### config.mk
export PLATFORM = sky130hd
export DESIGN_NAME = jogo_memoria_param
export DESIGN_NICKNAME = d
export VERILOG_FILES = /design/src/rtl/jogo_memoria_pkg.sv /design/src/rtl/jogo_memoria_param_gerador_lfsr.sv /design/src/rtl/jogo_memoria_param.sv
export SDC_FILE = /design/constraint.sdc
export NUM_CORES = 1
export LEC_CHECK = 0
export CORE_ASPECT_RATIO = 1.5
export CORE_UTILIZATION = 40
export CTS_BUF_LIST = sky130_fd_sc_hd__clkbuf_4
export DETAILED_ROUTE_END_ITERATION = 16
export HOLD_SLACK_MARGIN = 0.03
export PLACE_DENSITY = 0.58
export SLEW_MARGIN = 0
export SYNTH_ARGS = -nofsm -noshare
export SYNTH_HDL_FRONTEND = slang
export SYNTH_SLANG_ARGS = --single-unit
### constraint.sdc
create_clock -name clock -period 3.1 [get_ports clock]
set_input_delay 0.62 -clock clock [delete_from_list [all_inputs] [get_ports clock]]
set_output_delay 0.62 -clock clock [all_outputs]
set_load 0.03 [all_outputs]
### src/rtl/jogo_memoria_pkg.sv
// Purpose : shared definitions for the parametrised memory-game core.
//           State encodings, LFSR feedback taps and the level -> target
//           round count mapping.
// Ports   : none (package).
package jogo_memoria_pkg;

  typedef enum logic [4:0] {
    INICIAL     = 5'd0,
    PREPARA     = 5'd1,
    GERA        = 5'd2,
    MOSTRA      = 5'd3,
    INTERVALO   = 5'd4,
    ESPERA      = 5'd5,
    REGISTRA    = 5'd6,
    COMPARA     = 5'd7,
    PROXIMA     = 5'd8,
    FIM_GANHOU  = 5'd9,
    FIM_PERDEU  = 5'd10,
    FIM_TIMEOUT = 5'd11
  } estado_t;

  localparam logic [15:0] LFSR_TAP = 16'hB400;

  // Number of rounds needed to win at the given level.
  function automatic int rodadas_alvo(input logic [1:0] nivel, input int max_rodadas);
    return (int'(nivel) + 1) * max_rodadas / 4;
  endfunction

endpackage

### src/rtl/jogo_memoria_param_gerador_lfsr.sv
// Purpose : 16-bit Galois LFSR (right shift) used as the sequence source.
// Ports   : clock_i    system clock
//           reset_i    synchronous active-high reset, clears the register
//           carrega_i  load semente_i (an all-zero seed is replaced by 1)
//           semente_i  seed value
//           avanca_i   advance one step
//           elemento_o top W_ELEM bits of the value after the next step,
//                      i.e. the element produced when avanca_i is taken
module gerador_lfsr
  import jogo_memoria_pkg::*;
#(
  parameter int W_ELEM = 2
) (
  input  logic              clock_i,
  input  logic              reset_i,
  input  logic              carrega_i,
  input  logic [15:0]       semente_i,
  input  logic              avanca_i,
  output logic [W_ELEM-1:0] elemento_o
);

  logic [15:0] lfsr_q;
  logic [15:0] lfsr_d;
  logic [15:0] proximo;

  assign proximo    = {1'b0, lfsr_q[15:1]} ^ (lfsr_q[0] ? LFSR_TAP : 16'h0000);
  assign elemento_o = proximo[15 -: W_ELEM];

  always_comb begin
    lfsr_d = lfsr_q;
    if (carrega_i)     lfsr_d = (semente_i == 16'h0000) ? 16'h0001 : semente_i;
    else if (avanca_i) lfsr_d = proximo;
  end

  always_ff @(posedge clock_i) begin
    if (reset_i) lfsr_q <= 16'h0000;
    else         lfsr_q <= lfsr_d;
  end

endmodule

### src/rtl/jogo_memoria_param.sv
// Purpose : N-button Simon-style game core. Each round adds one LFSR
//           element to the sequence memory, displays the whole sequence
//           and checks the player's presses with a per-press timeout.
// Ports   : clock, reset (sync, active-high)
//           jogar        start/restart request (level)
//           nivel        level, target rounds = (nivel+1)*MAX_RODADAS/4
//           semente      LFSR seed, latched at game start
//           botoes       debounced buttons, active-high
//           leds         one-hot element during display, else 0
//           pronto/ganhou/perdeu/timeout  end-state flags
//           db_estado/db_rodada/db_contagem  debug views
//
// state       | meaning
// INICIAL     | idle after reset, waits for jogar
// PREPARA     | level/seed latched, round 0
// GERA        | one new element appended to the sequence
// MOSTRA      | element lit for T_LED cycles
// INTERVALO   | LEDs off for T_GAP cycles
// ESPERA      | waits for a press edge, bounded by T_TIMEOUT
// REGISTRA    | captured press settles
// COMPARA     | press checked against the expected element
// PROXIMA     | round index advances
// FIM_GANHOU  | won, waits for jogar
// FIM_PERDEU  | wrong press, waits for jogar
// FIM_TIMEOUT | no press in time, waits for jogar
module jogo_memoria_param
  import jogo_memoria_pkg::*;
#(
  parameter int N_BOTOES    = 4,
  parameter int MAX_RODADAS = 16,
  parameter int T_LED       = 1000,
  parameter int T_GAP       = 100,
  parameter int T_TIMEOUT   = 5000
) (
  input  logic                           clock,
  input  logic                           reset,
  input  logic                           jogar,
  input  logic [1:0]                     nivel,
  input  logic [15:0]                    semente,
  input  logic [N_BOTOES-1:0]            botoes,
  output logic [N_BOTOES-1:0]            leds,
  output logic                           pronto,
  output logic                           ganhou,
  output logic                           perdeu,
  output logic                           timeout,
  output logic [4:0]                     db_estado,
  output logic [$clog2(MAX_RODADAS)-1:0] db_rodada,
  output logic [$clog2(MAX_RODADAS)-1:0] db_contagem
);

  localparam int RW   = $clog2(MAX_RODADAS);
  localparam int EW   = $clog2(N_BOTOES);
  localparam int TMAX = (T_TIMEOUT > T_LED) ? ((T_TIMEOUT > T_GAP) ? T_TIMEOUT : T_GAP)
                                            : ((T_LED > T_GAP) ? T_LED : T_GAP);
  localparam int TW   = $clog2(TMAX + 1);

  estado_t             estado_q, estado_d;
  logic [RW-1:0]       rodada_q, contagem_q, alvo_q;
  logic [N_BOTOES-1:0] jogada_q;
  logic                botoes_or_q;
  logic [TW-1:0]       tmr_q;
  logic [EW-1:0]       mem_q [MAX_RODADAS];

  logic [EW-1:0]       elemento;
  logic [N_BOTOES-1:0] esperado;
  logic                tmr_fim;
  logic                pressao;
  logic                correto;
  logic                fim;
  logic                inicio;

  assign fim      = (estado_q == FIM_GANHOU) || (estado_q == FIM_PERDEU) ||
                    (estado_q == FIM_TIMEOUT);
  assign inicio   = ((estado_q == INICIAL) || fim) && jogar;
  assign tmr_fim  = (tmr_q == '0);
  // Rising edge of "any button"; a button held across entry shows no edge.
  assign pressao  = (|botoes) && !botoes_or_q;
  assign esperado = {{(N_BOTOES-1){1'b0}}, 1'b1} << mem_q[contagem_q];
  // A multi-hot capture can never equal a one-hot value, so it fails here.
  assign correto  = (jogada_q == esperado);

  gerador_lfsr #(.W_ELEM(EW)) u_lfsr (
    .clock_i   (clock),
    .reset_i   (reset),
    .carrega_i (inicio),
    .semente_i (semente),
    .avanca_i  (estado_q == GERA),
    .elemento_o(elemento)
  );

  // State register
  always_ff @(posedge clock) begin
    if (reset) estado_q <= INICIAL;
    else       estado_q <= estado_d;
  end

  // Next-state logic
  always_comb begin
    estado_d = estado_q;
    case (estado_q)
      INICIAL:     if (jogar) estado_d = PREPARA;
      PREPARA:     estado_d = GERA;
      GERA:        estado_d = MOSTRA;
      MOSTRA:      if (tmr_fim) estado_d = INTERVALO;
      INTERVALO:   if (tmr_fim) estado_d = (contagem_q == rodada_q) ? ESPERA : MOSTRA;
      ESPERA: begin
        if (pressao)      estado_d = REGISTRA;
        else if (tmr_fim) estado_d = FIM_TIMEOUT;
      end
      REGISTRA:    estado_d = COMPARA;
      COMPARA: begin
        if (!correto)                    estado_d = FIM_PERDEU;
        else if (contagem_q != rodada_q) estado_d = ESPERA;
        else if (rodada_q == alvo_q)     estado_d = FIM_GANHOU;
        else                             estado_d = PROXIMA;
      end
      PROXIMA:     estado_d = GERA;
      FIM_GANHOU,
      FIM_PERDEU,
      FIM_TIMEOUT: if (jogar) estado_d = PREPARA;
      default:     estado_d = INICIAL;
    endcase
  end

  // Outputs
  always_comb begin
    leds        = (estado_q == MOSTRA) ? esperado : '0;
    pronto      = fim;
    ganhou      = (estado_q == FIM_GANHOU);
    perdeu      = (estado_q == FIM_PERDEU);
    timeout     = (estado_q == FIM_TIMEOUT);
    db_estado   = estado_q;
    db_rodada   = rodada_q;
    db_contagem = contagem_q;
  end

  // Counters, timer and captured press
  always_ff @(posedge clock) begin
    if (reset) begin
      rodada_q    <= '0;
      contagem_q  <= '0;
      alvo_q      <= '0;
      jogada_q    <= '0;
      botoes_or_q <= 1'b0;
      tmr_q       <= '0;
    end else begin
      botoes_or_q <= |botoes;

      // Down-counter reloaded on every state entry, including re-entry
      // into ESPERA after each correct press.
      if (estado_d != estado_q) begin
        case (estado_d)
          MOSTRA:    tmr_q <= TW'(T_LED - 1);
          INTERVALO: tmr_q <= TW'(T_GAP - 1);
          ESPERA:    tmr_q <= TW'(T_TIMEOUT - 1);
          default:   tmr_q <= '0;
        endcase
      end else if (!tmr_fim) begin
        tmr_q <= tmr_q - 1'b1;
      end

      if (inicio) begin
        rodada_q   <= '0;
        contagem_q <= '0;
        alvo_q     <= RW'(rodadas_alvo(nivel, MAX_RODADAS) - 1);
      end

      case (estado_q)
        GERA:      contagem_q <= '0;
        INTERVALO: if (tmr_fim) contagem_q <= (contagem_q == rodada_q) ? '0 : contagem_q + 1'b1;
        ESPERA:    if (pressao) jogada_q <= botoes;
        COMPARA:   if (correto && (contagem_q != rodada_q)) contagem_q <= contagem_q + 1'b1;
        PROXIMA:   rodada_q <= rodada_q + 1'b1;
        default:   ;
      endcase
    end
  end

  // Sequence memory
  always_ff @(posedge clock) begin
    if (estado_q == GERA) mem_q[rodada_q] <= elemento;
  end

endmodule

# After elaboration in Yosys (flattened, before gate mapping)
# Memory sizes are Yosys's and may differ from the RTL's. A register that Yosys moved wholly into a read port is not among the register bits.
# Cells that the tools add are included.
# totals
reg_bits	51
ramBits	32
in_bits	25
out_inout_bits	21
wordCells	80
memories	1
# op_classes
add_sub_neg	5
eq_ne	20
shift	1
mux	28
n_bitwise	1
reduce_logical	16
# mem_list
name	words	word_bits	rd	rd_clocked_by_memory_dff	write_ports	line	text
mem_q	16	2	1	1	1	jogo_memoria_param.sv:62	logic [EW-1:0] mem_q [MAX_RODADAS];
# op_table
cell	n
$mux 16	4
$mux 4	10
$pmux 5 s8	1
$pmux 13 s3	1
$eq 5x3->1 const B	6
$mux 13	2
$mux 5	5
$eq 5x4->1 const B	4
$logic_not 16->1	1
$xor 15x16->16	1
$eq 5x2->1 const B	3
$logic_not 13->1	1
$sub 13x1->13 const B	1
$eq 4x4->1	3
$pmux 4 s3	1
$add 4x1->4 const B	2
$reduce_or 4->1	2
$eq 5x1->1 const B	1
$logic_not 5->1	1
$ne 5x5->1	1
$ne 4x4->1	1
$reduce_bool 2->1	2
$shl 1x2->4 const A	1
$sub 4x1->4 const B	1
9 further kinds	15

# Depth between registers and ports, before layout
# depth
depth_word	9
ltp_mapped	11
mapped_depth_nobuf	10

# Modules after synthesis
# A second synthesis with hierarchy kept.
# unflattened
hier_cells	456
area_unflattened_um2	4461.8
# modules_own_cells
mod	instances	cells_per_inst	area_each_um2	seq_area_each_um2
jogo_memoria_param	1	372	3648.5	1641.6
gerador_lfsr	1	84	813.3	320.3

# Worst setup path before layout
# No wires, ideal clock.
# synth_timing
kind	register to register
from	reg contagem_q[1], in the netlist db_contagem[1]
to	reg tmr_q[2]
setup_time_ps	121
t_arrival_ps	2799
t_required_ps	2979
path_slack_ps	180
stages_incl_launch_ff	12
n_path_buf	2
period_less_slack_ps	2920
cell_sequence	dfxtp_1 > buf_6 > buf_12 > mux2i_1 > a31oi_1 > nand4_1 > a211o_1 > a2111oi_4 > o221ai_2 > a221oi_4 > nand3b_1 > o21ai_1
# synth_between
elab_chain_len	7
elab_cells_between_ends	14
classes_between	eq/ne (7); mux (7)
# synth_lines
item	line	text
start: declaration	jogo_memoria_param.sv:58	logic [RW-1:0] rodada_q, contagem_q, alvo_q;
start signal: assignment	jogo_memoria_param.sv:170	INTERVALO: if (tmr_fim) contagem_q <= (contagem_q == rodada_q) ? '0 : contagem_q + 1'b1;
start signal: assignment	jogo_memoria_param.sv:172	COMPARA: if (correto && (contagem_q != rodada_q)) contagem_q <= contagem_q + 1'b1;
$ne 4x4->1 or $eq 4x4->1 (tied branches)	jogo_memoria_param.sv:113, jogo_memoria_param.sv:105	
$mux 4 or $mux 3 (tied branches)	jogo_memoria_param.sv:113, jogo_memoria_param.sv:105	
$mux 4 or $mux 5 (tied branches)	jogo_memoria_param.sv:112, jogo_memoria_param.sv:105	
$pmux 5 s8 *	jogo_memoria_param.sv:100	case (estado_q)
$eq 5x3->1 or $eq 5x2->1 (tied branches)	jogo_memoria_param.sv:152	case (estado_d)
$pmux 13 s3	jogo_memoria_param.sv:152	
$mux 13	jogo_memoria_param.sv:151	if (estado_d != estado_q) begin
end signal: assignment	jogo_memoria_param.sv:153	MOSTRA: tmr_q <= TW'(T_LED - 1);
end signal: assignment	jogo_memoria_param.sv:154	INTERVALO: tmr_q <= TW'(T_GAP - 1);
end signal: assignment	jogo_memoria_param.sv:155	ESPERA: tmr_q <= TW'(T_TIMEOUT - 1);
end: declaration	jogo_memoria_param.sv:61	logic [TW-1:0] tmr_q;
# Mark *: on every way between the ends. The rest lies on a longest branch, timed or not.
# A chain may end at the register's enable or synchronous reset.

==> impl_metrics.tcl <==
set metrics [dict create \
    synth-seq-cells 82 \
    grt_max_degree 27 \
    ant_nets 0 \
    outcome "complete, no violations" \
    max_cap_violations 0 \
    fin_crit_sh_pct 95.4 \
    viasPerCell 5.45 \
    syn_inst 479 \
    design.portCount 46 \
    ir_drop_v 0.000418 \
    die_height_um 130 \
    area_growth_syn_to_layout_pct 18.6 \
    crit_family "multiplexers" \
    cp.arrival_ps 2340 \
    grt.total_usage_pct 21.4 \
    wirelength_um 11500 \
    tightest_slew_ps 752 \
    cts_hold_buf 0 \
    drt_iter0_drc 176 \
    synth_ff_type "dfxtp_1" \
    drive_gt1_share_pct 11.3 \
    async_flop_share_pct 0 \
    worst_path_max_delay_cell "mux4_2" \
    grt_pass1_wl_um 18400 \
    rsz0062_at_grt "false" \
    post-dp-hpwl_um 8670 \
    hold_viol_final 0 \
    tritoncts "done" \
    globalplace.congestion 0.903 \
    drtPass1Iterations 4 \
    setup_viol 0 \
    grt.overflow.total 0 \
    mostFrequentLayoutCell "nor2_1" \
    synth_area_per_cell_um2 9.09 \
    htreeDepth 3 \
    path_buf_inv 2 \
    slew_violations 0 \
    end_kind "primary output" \
    crit_type "flop to primary output" \
    layout.nets 565 \
    fillers 1023 \
    clk_latency_ps 440 \
    crit_chain "buf_4 -> mux4_2 -> mux2i_1 -> mux2_2 -> nor2_1 -> dlygate4sd2_1" \
    max_stage_delay_ps 540 \
    fin_crit_ps 2960 \
    hp-class "flop to flop" \
    crit_fanout 12 \
    cts_buffers 9 \
    layout_common_cells "nor2_1 (70), dfxtp_1 (49), nand2_1 (47)" \
    syn_nets 510 \
    synth_edf_count 32 \
    max_freq_ghz 0.338 \
    drcViolationCount 0 \
    fin_skew_ps 16.7 \
    die_x_um 87.2 \
    clockBufferDepth 2 \
    root_buffer "clkbuf_4" \
    wl_per_cell_um 16.8 \
    antenna_cells 0 \
    coreArea_um2 10600 \
    hold_ws_ps 487 \
    rows 46 \
    start_util_pct 41.1 \
    clk_pin_slew_ps 140 \
    fin_tns_setup_ps 0 \
    synthesis.area_um2 4350 \
    grt_pass1_vias 3775 \
    synth-seq-area-share_pct 45.1 \
    synth_cell_type_count 60 \
    p_leak_nw 1.80 \
    start_kind "flop" \
    antenna_found_initial 0 \
    vias 3723 \
    port_buffers 45 \
    die_area_um2 11300 \
    power_density_nw_per_um2 600 \
    ys_warn_count 0 \
    slew_headroom_pct 49.8 \
    required_ps 2480 \
    clkSinkCount 82 \
]
## report_power, final
group	internal, mW	switching (mW)	leakage, nW
clock network	0.169	0.387	0.0636
registers	1.20	0.0924	0.702
logic	0.509	0.737	1.03
total	1.88	1.22	1.80
## tightest hold or removal path: stages, from the launching register on
cell	delay [ps]
dfxtp_1	340
nand2_1	50
a311oi_1	70
## flip-flops by register name, indices dropped and copies added (netlist names)
signal and count:
mem_q 32, u_lfsr.lfsr_q 16, tmr_q 13, db_estado 5, db_contagem 4, db_rodada 4
jogada_q 4, alvo_q 3, botoes_or_q 1
## final timing paths
path              slack (ps)  depth (start not counted)                              to                      startpoint
setup / recovery         140                          6                         leds[3]       db_contagem[1]$_SDFF_PP0_
hold / removal           490                          2  u_lfsr.lfsr_q[11]$_SDFFE_PP0P_  u_lfsr.lfsr_q[12]$_SDFFE_PP0P_
setup reg to reg         200                         11           tmr_q[5]$_SDFFE_PP0P_       db_contagem[1]$_SDFF_PP0_
hold reg to reg          490                          2  u_lfsr.lfsr_q[11]$_SDFFE_PP0P_  u_lfsr.lfsr_q[12]$_SDFFE_PP0P_
## per-layer routing
layer / vias to the layer above / global-route usage, % / wire, µm
met3: 28 / 3.86 / 390
met5: - / 0 / 0
met4: 0 / 10.5 / 394
met2: 81 / 40.1 / 6150
li1: 1838 / - / -
met1: 1776 / 22.8 / 4540
## synthesized netlist by cell type (all sizes together) (2+ instances only)
cell	number	share of area, %
mux2	2	0.52
a31oi	7	1.0
xnor2	18	3.6
nor3	17	2.0
a211o	2	0.40
buf	4	0.95
o2bb2ai	4	0.80
nor2b	5	0.72
nand3b	2	0.34
edfxtp	32	22
nor2	70	6.0
xor2	6	1.2
mux4	4	2.1
mux2i	16	3.7
a211oi	13	2.2
a21oi	29	3.3
nand2	48	4.2
nand3	16	2.1
a221oi	3	1.0
ha	6	1.7
o211ai	4	0.69
clkbuf	25	2.2
or3	4	0.57
nor4	8	1.1
dfxtp	50	23
and2	3	0.43
inv	14	1.2
and4	3	0.60
and3	4	0.57
a311oi	2	0.40
a2111oi	2	0.83
nand2b	6	0.86
o21ai	24	2.8
o21a	2	0.34
nand4	4	0.57
a22oi	3	0.52
## what timing repair did
item	4_1_cts	5_1_grt
endpoints found under the setup margin	2	9
buffers inserted	0	2
gates resized for setup	3	0
pin swaps	0	3
## kinds of logic after synthesis
kind of cell    count (synthesis)  share of synthesized area [%]
other cells                     1                         0.0861
compound gates                107                           16.9
fa+ha+maj                       6                           1.72
flops                          82                           45.1
buf+inv                        43                           4.31
simple gates                  194                           20.8
xor+xnor                       24                           4.83
mux                            22                           6.27
## area by class of cell
class                   count  area (µm²)  share of cell area, %
flip-flops and latches     82        1960                   38.0
clock buffers              10        75.1                   1.45
clock inverters             6        35.0                  0.679
multi-input cells         354        2200                   42.7
repair buffers             73         653                   12.7
inverters                  14        52.6                   1.02
well taps                 144         180                   3.49
## per-stage QoR
stage | power (mW) | cell area [µm²] | worst slack, ps | instances | utilization (%)
floorplan | 2.16 | 4350 | 180 | 479 | -
finish | 3.10 | 5160 | 143 | 683 | 48.7
detailed placement | 2.56 | 5040 | 56.6 | 665 | 47.6
global route | 3.27 | 5160 | 9.83 | 683 | 48.7
CTS | 3.11 | 5150 | 105 | 681 | 48.6
global placement | 2.54 | 5040 | 63.7 | 665 | 47.6
Note: power is estimated with default switching activity, not from simulation.
